<file path="src/rtl/lab46_shift_seq_if.sv">
// rtl/lab46_shift_seq_if.sv - request/result handshake bundle for the sequential shifter
interface lab46_shift_seq_if #(
    parameter int W     = 6,
    parameter int AMT_W = 3
);
    logic             in_valid;
    logic             in_ready;
    logic             dir;
    logic [1:0]       cmd;
    logic [AMT_W-1:0] amt;
    logic [W-1:0]     din;
    logic             out_valid;
    logic             out_ready;
    logic [W-1:0]     dout;

    modport master (
        output in_valid, dir, cmd, amt, din, out_ready,
        input  in_ready, out_valid, dout
    );

    modport slave (
        input  in_valid, dir, cmd, amt, din, out_ready,
        output in_ready, out_valid, dout
    );
endinterface

</file>
<file path="src/rtl/lab46_shift_seq.sv">
// rtl/lab46_shift_seq.sv - multi-position shifter, one single-position step per clock
module lab46_shift_seq #(
    parameter int W     = 6,
    parameter int AMT_W = 3
) (
    input  logic                  clk,
    input  logic                  rst_n,
    lab46_shift_seq_if.slave      bus,
    output logic                  busy
);
    localparam logic [1:0] S_IDLE  = 2'd0;
    localparam logic [1:0] S_SHIFT = 2'd1;
    localparam logic [1:0] S_DONE  = 2'd2;
    localparam logic [AMT_W-1:0] W_CNT = AMT_W'(W);

    logic [1:0]       state_q, state_d;
    logic [W-1:0]     data_q, data_d;
    logic [W-1:0]     dout_q, dout_d;
    logic [AMT_W-1:0] count_q, count_d;
    logic             dir_q, dir_d;
    logic [1:0]       cmd_q, cmd_d;
    logic             ready_q, ready_d;
    logic             valid_q, valid_d;
    logic [AMT_W-1:0] eff_cnt;
    logic             accept;

    function automatic logic [W-1:0] step(input logic [W-1:0] d, input logic dr,
                                          input logic [1:0] c);
        logic [W-1:0] r;
        r = d;
        if (c != 2'b11) begin
            if (!dr) begin
                r = (c == 2'b10) ? {d[W-2:0], d[W-1]} : {d[W-2:0], 1'b0};
            end else begin
                case (c)
                    2'b00:   r = {1'b0, d[W-1:1]};
                    2'b01:   r = {d[W-1], d[W-1:1]};
                    default: r = {d[0], d[W-1:1]};
                endcase
            end
        end
        return r;
    endfunction

    // cmd 11 is a pass-through, so it skips SHIFT entirely
    always_comb begin
        eff_cnt = bus.amt;
        if (bus.cmd == 2'b11) begin
            eff_cnt = '0;
        end else if (bus.amt > W_CNT) begin
            eff_cnt = W_CNT;
        end
    end

    assign accept = bus.in_valid & ready_q;

    always_comb begin
        state_d = state_q;
        data_d  = data_q;
        dout_d  = dout_q;
        count_d = count_q;
        dir_d   = dir_q;
        cmd_d   = cmd_q;
        valid_d = valid_q;
        case (state_q)
            S_IDLE: begin
                if (accept) begin
                    data_d  = bus.din;
                    dir_d   = bus.dir;
                    cmd_d   = bus.cmd;
                    count_d = eff_cnt;
                    state_d = (eff_cnt == '0) ? S_DONE : S_SHIFT;
                end
            end
            S_SHIFT: begin
                data_d  = step(data_q, dir_q, cmd_q);
                count_d = count_q - 1'b1;
                if (count_q == AMT_W'(1)) begin
                    state_d = S_DONE;
                end
            end
            S_DONE: begin
                // first DONE cycle publishes the result; dout never sees SHIFT values
                if (!valid_q) begin
                    valid_d = 1'b1;
                    dout_d  = data_q;
                end else if (bus.out_ready) begin
                    valid_d = 1'b0;
                    state_d = S_IDLE;
                end
            end
            default: begin
                state_d = S_IDLE;
                valid_d = 1'b0;
            end
        endcase
        ready_d = (state_d == S_IDLE);
    end

    always_ff @(posedge clk or negedge rst_n) begin
        if (!rst_n) begin
            state_q <= S_IDLE;
            data_q  <= '0;
            dout_q  <= '0;
            count_q <= '0;
            dir_q   <= 1'b0;
            cmd_q   <= 2'b00;
            ready_q <= 1'b0;
            valid_q <= 1'b0;
        end else begin
            state_q <= state_d;
            data_q  <= data_d;
            dout_q  <= dout_d;
            count_q <= count_d;
            dir_q   <= dir_d;
            cmd_q   <= cmd_d;
            ready_q <= ready_d;
            valid_q <= valid_d;
        end
    end

    assign bus.in_ready  = ready_q;
    assign bus.out_valid = valid_q;
    assign bus.dout      = dout_q;
    assign busy          = (state_q != S_IDLE);
endmodule

</file>
<file path="src/flat_wrapper.sv">
// flat-port wrapper written by rule: the top's interface ports become plain ports
module lab46_shift_seq_flat 
#(
    parameter int W     = 6,
    parameter int AMT_W = 3
)
  (clk, rst_n, busy, bus_in_valid, bus_dir, bus_cmd, bus_amt, bus_din, bus_out_ready, bus_in_ready, bus_out_valid, bus_dout);
  lab46_shift_seq_if #(.W(W), .AMT_W(AMT_W)) bus_i ();
  input  logic clk;
  input  logic rst_n;
  output logic busy;
  input wire logic [$bits(bus_i.in_valid)-1:0] bus_in_valid;
  input wire logic [$bits(bus_i.dir)-1:0] bus_dir;
  input wire logic [$bits(bus_i.cmd)-1:0] bus_cmd;
  input wire logic [$bits(bus_i.amt)-1:0] bus_amt;
  input wire logic [$bits(bus_i.din)-1:0] bus_din;
  input wire logic [$bits(bus_i.out_ready)-1:0] bus_out_ready;
  output wire logic [$bits(bus_i.in_ready)-1:0] bus_in_ready;
  output wire logic [$bits(bus_i.out_valid)-1:0] bus_out_valid;
  output wire logic [$bits(bus_i.dout)-1:0] bus_dout;
  assign bus_i.in_valid = bus_in_valid;
  assign bus_i.dir = bus_dir;
  assign bus_i.cmd = bus_cmd;
  assign bus_i.amt = bus_amt;
  assign bus_i.din = bus_din;
  assign bus_i.out_ready = bus_out_ready;
  assign bus_in_ready = bus_i.in_ready;
  assign bus_out_valid = bus_i.out_valid;
  assign bus_dout = bus_i.dout;
  lab46_shift_seq #(.W(W), .AMT_W(AMT_W)) u_core (.clk(clk), .rst_n(rst_n), .bus(bus_i), .busy(busy));
endmodule
</file>
<file path="config.mk">
export PLATFORM = sky130hd
export DESIGN_NAME = lab46_shift_seq_flat
export DESIGN_NICKNAME = d
export VERILOG_FILES = /design/src/rtl/lab46_shift_seq_if.sv /design/src/rtl/lab46_shift_seq.sv /design/src/flat_wrapper.sv
export SDC_FILE = /design/constraint.sdc
export NUM_CORES = 1
export LEC_CHECK = 0
export CAP_MARGIN = 20
export CORE_MARGIN = 4
export CORE_UTILIZATION = 47
export CTS_BUF_LIST = sky130_fd_sc_hd__clkbuf_16
export DETAILED_ROUTE_END_ITERATION = 10
export PLACE_DENSITY = 0.75
export SYNTH_ARGS = -nofsm -noshare
export SYNTH_HDL_FRONTEND = slang
export SYNTH_SLANG_ARGS = --single-unit
</file>
<file path="constraint.sdc">
create_clock -name clk -period 3.5 [get_ports clk]
set_clock_uncertainty 0.2 [all_clocks]
set_input_delay 0.875 -clock clk [delete_from_list [all_inputs] [get_ports clk]]
set_output_delay 0.875 -clock clk [all_outputs]
set_load 0.02 [all_outputs]
</file>
==> flow_summary.json <==
{
  "grt_max_degree": 23,
  "wirelength_mm": 2.511,
  "cts.sinks": 22,
  "ys.warnings.count": 0,
  "vias_per_cell": 5.847,
  "slowest_stage": "clkdlybuf4s50_1",
  "clk_pin_slew_ns": 0.06,
  "slew-limit-headroom_pct": 54.40,
  "synth_ff_type": "dfrtp_1",
  "drv_cap": 0,
  "status": "complete, no violations",
  "synthTopCellsByArea": "dfrtp_1, mux2_2, o31ai_2, nand2_1, o31ai_1",
  "avgSynthCellArea_um2": 10.46,
  "rsz0062_at_grt": "no",
  "ant_nets": 0,
  "dieArea_um2": 3382,
  "arrival_ns": 1.67,
  "synth_fp_nets": 131,
  "holdBufCountCts": 0,
  "min_period_over_period_pct": 78.30,
  "start_util_pct": 51.47,
  "seq_area_frac_synth_pct": 46.56,
  "cp-start-kind": "register",
  "antenna_found_initial": 0,
  "irDropWorstVdd_v": 0.0006408,
  "synth_cells": 113,
  "slowest_delay_ns": 0.54,
  "hold_viol_final": 0,
  "final_cell_mix": "clkdlybuf4s50_1, dfrtp_1, nand2_1",
  "num_antenna_cells": 0,
  "firstDrtPassIters": 4,
  "crit_path_end_kind": "output port",
  "synth_edf_count": 0,
  "async_reset_ff_share_pct": 100.0,
  "port-buffer-count": 24,
  "power_leakage_nw": 0.6433,
  "cp.required_ns": 2.42,
  "fin_util_pct": 66.61,
  "dp_hpwl_mm": 1.812,
  "min_path_type": "register to register",
  "die_h_um": 58.16,
  "wl_per_cell_um": 15.40,
  "dr.first_iter.drc_count": 33,
  "synth_area_um2": 1182,
  "place_congestion": 0.8110,
  "cts_buffer_depth": 2,
  "ctsHtreeMaxLevel": 1,
  "insertion_delay_ns": 0.25,
  "synth_top_cell_by_area": "dfrtp_1",
  "post-cts-setup-buffers": 0,
  "fin_crit_ns": 2.741,
  "tns_ns": 0,
  "grt_pass1_vias": 978,
  "ys_ff_latch": 22,
  "critPathKind": "register to output port",
  "post_cts_resize_count": 0,
  "synth_top_cell_area_share_pct": 46.56,
  "gr-total-overflow": 0,
  "crit_chain": "or2_2 > clkdlybuf4s50_1",
  "grt_pass1_wl_mm": 4.422,
  "cts-buffers-inserted": 3,
  "io_pins": 25,
  "worst_pin_slew_ns": 0.6826,
  "core_um2": 2297,
  "final_common_cell": "clkdlybuf4s50_1",
  "final_layout_size_suffix_gt1_share_pct": 15.56,
  "syn2layout_area_growth_pct": 29.42,
  "cts-root-buf": "clkbuf_16",
  "yosysUniqueCellTypes": 31,
  "via_count": 953,
  "p_per_area_nw_per_um2": 990.1,
  "slew_violations": 0,
  "fmaxAchievable_ghz": 0.3649,
  "final_nets": 154,
  "cts_tree": "yes",
  "drc": 0,
  "die_w_um": 58.16,
  "power_mw": 1.515,
  "row_count": 17,
  "critPathMaxFanout": 15,
  "setup_violations": 0,
  "globalRouteTotalUtil_pct": 16.85
}
path summary, 6_finish.rpt:
check                                   start                 end  slack (ns)  depth (start not counted)
setup reg to reg            u_core.state_q[1]  u_core.bus.dout[3]        1.62                          2
max in group asynchronous               rst_n    u_core.data_q[2]        2.11                          2
setup / recovery            u_core.state_q[1]                busy        0.76                          2
hold reg to reg            u_core.bus.dout[5]  u_core.bus.dout[5]        0.31                          1
min in group asynchronous               rst_n    u_core.data_q[3]        0.77                          2
hold / removal             u_core.bus.dout[5]  u_core.bus.dout[5]        0.31                          1
stage by stage:
step | setup WS [ns] | cells | instance area, um^2 | hold WS [ns]
floorplan | 1.492 | 113 | 1182 | 0.2694
global placement | 0.9669 | 159 | 1425 | 0.2920
detailed placement | 0.9734 | 159 | 1425 | 0.2954
CTS | 0.7477 | 163 | 1530 | 0.3088
global route | 0.6734 | 163 | 1530 | 0.3203
finish | 0.7594 | 163 | 1530 | 0.3059
Yosys cell counts (4+ instances only):
cell	count
dfrtp_1	22
nand2_1	12
mux2_2	6
nor2_1	6
o31ai_1	6
a211oi_1	5
nand3_1	5
nor2b_1	5
o31ai_2	5
clkbuf_1	4
inv_1	4
o211ai_1	4
sequential cells by signal, indices dropped and copies added, names as in the netlist:
name                  count
u_core.count_q            3
u_core.bus.out_valid      1
u_core.data_q             6
u_core.bus.in_ready       1
u_core.state_q            2
u_core.bus.dout           6
u_core.cmd_q              2
u_core.dir_q              1
worst max-delay path: cells and delay by family (launching register included):
kind | cells | cell delay, ns
buf+inv | 1 | 0.54
flops | 1 | 0.53
simple gates | 1 | 0.35
power breakdown:
part           internal [mW]  switching, mW  total, mW
Sequential             0.383          0.150      0.533
Combinational          0.341          0.322      0.663
Clock                  0.227         0.0920      0.319
logic make-up (layout without fill, tap and decap cells):
| logic type | after synthesis | after routing | share of synthesized area, % |
|---|---|---|---|
| adder cells (fa/ha/maj) | 2 | 2 | 2.116 |
| flip-flops | 22 | 22 | 46.56 |
| multiplexers | 6 | 6 | 5.714 |
| AND/OR/NAND/NOR | 42 | 42 | 20.42 |
| AO/OA/AOI/OAI | 29 | 29 | 19.89 |
| buffers and inverters | 12 | 34 | 5.290 |
layout make-up:
cell class,instances,area [um^2]
multi-input cells,79,569.3
clock buffers,3,75.07
inverters,4,15.01
flip-flops and latches,22,550.5
well taps,28,35.03
fillers,194,767.0
clock inverters,1,30.03
repair buffers,26,255.2
layer usage:
metal	part of all wire (%)	track usage (%)	vias to the layer above
li1	-	-	461
met1	46	22.08	467
met2	49	27.10	23
met3	4.6	3.563	2
met4	0.44	6.623	0
met5	0	0	-
Power figures use the tool's default switching activity.
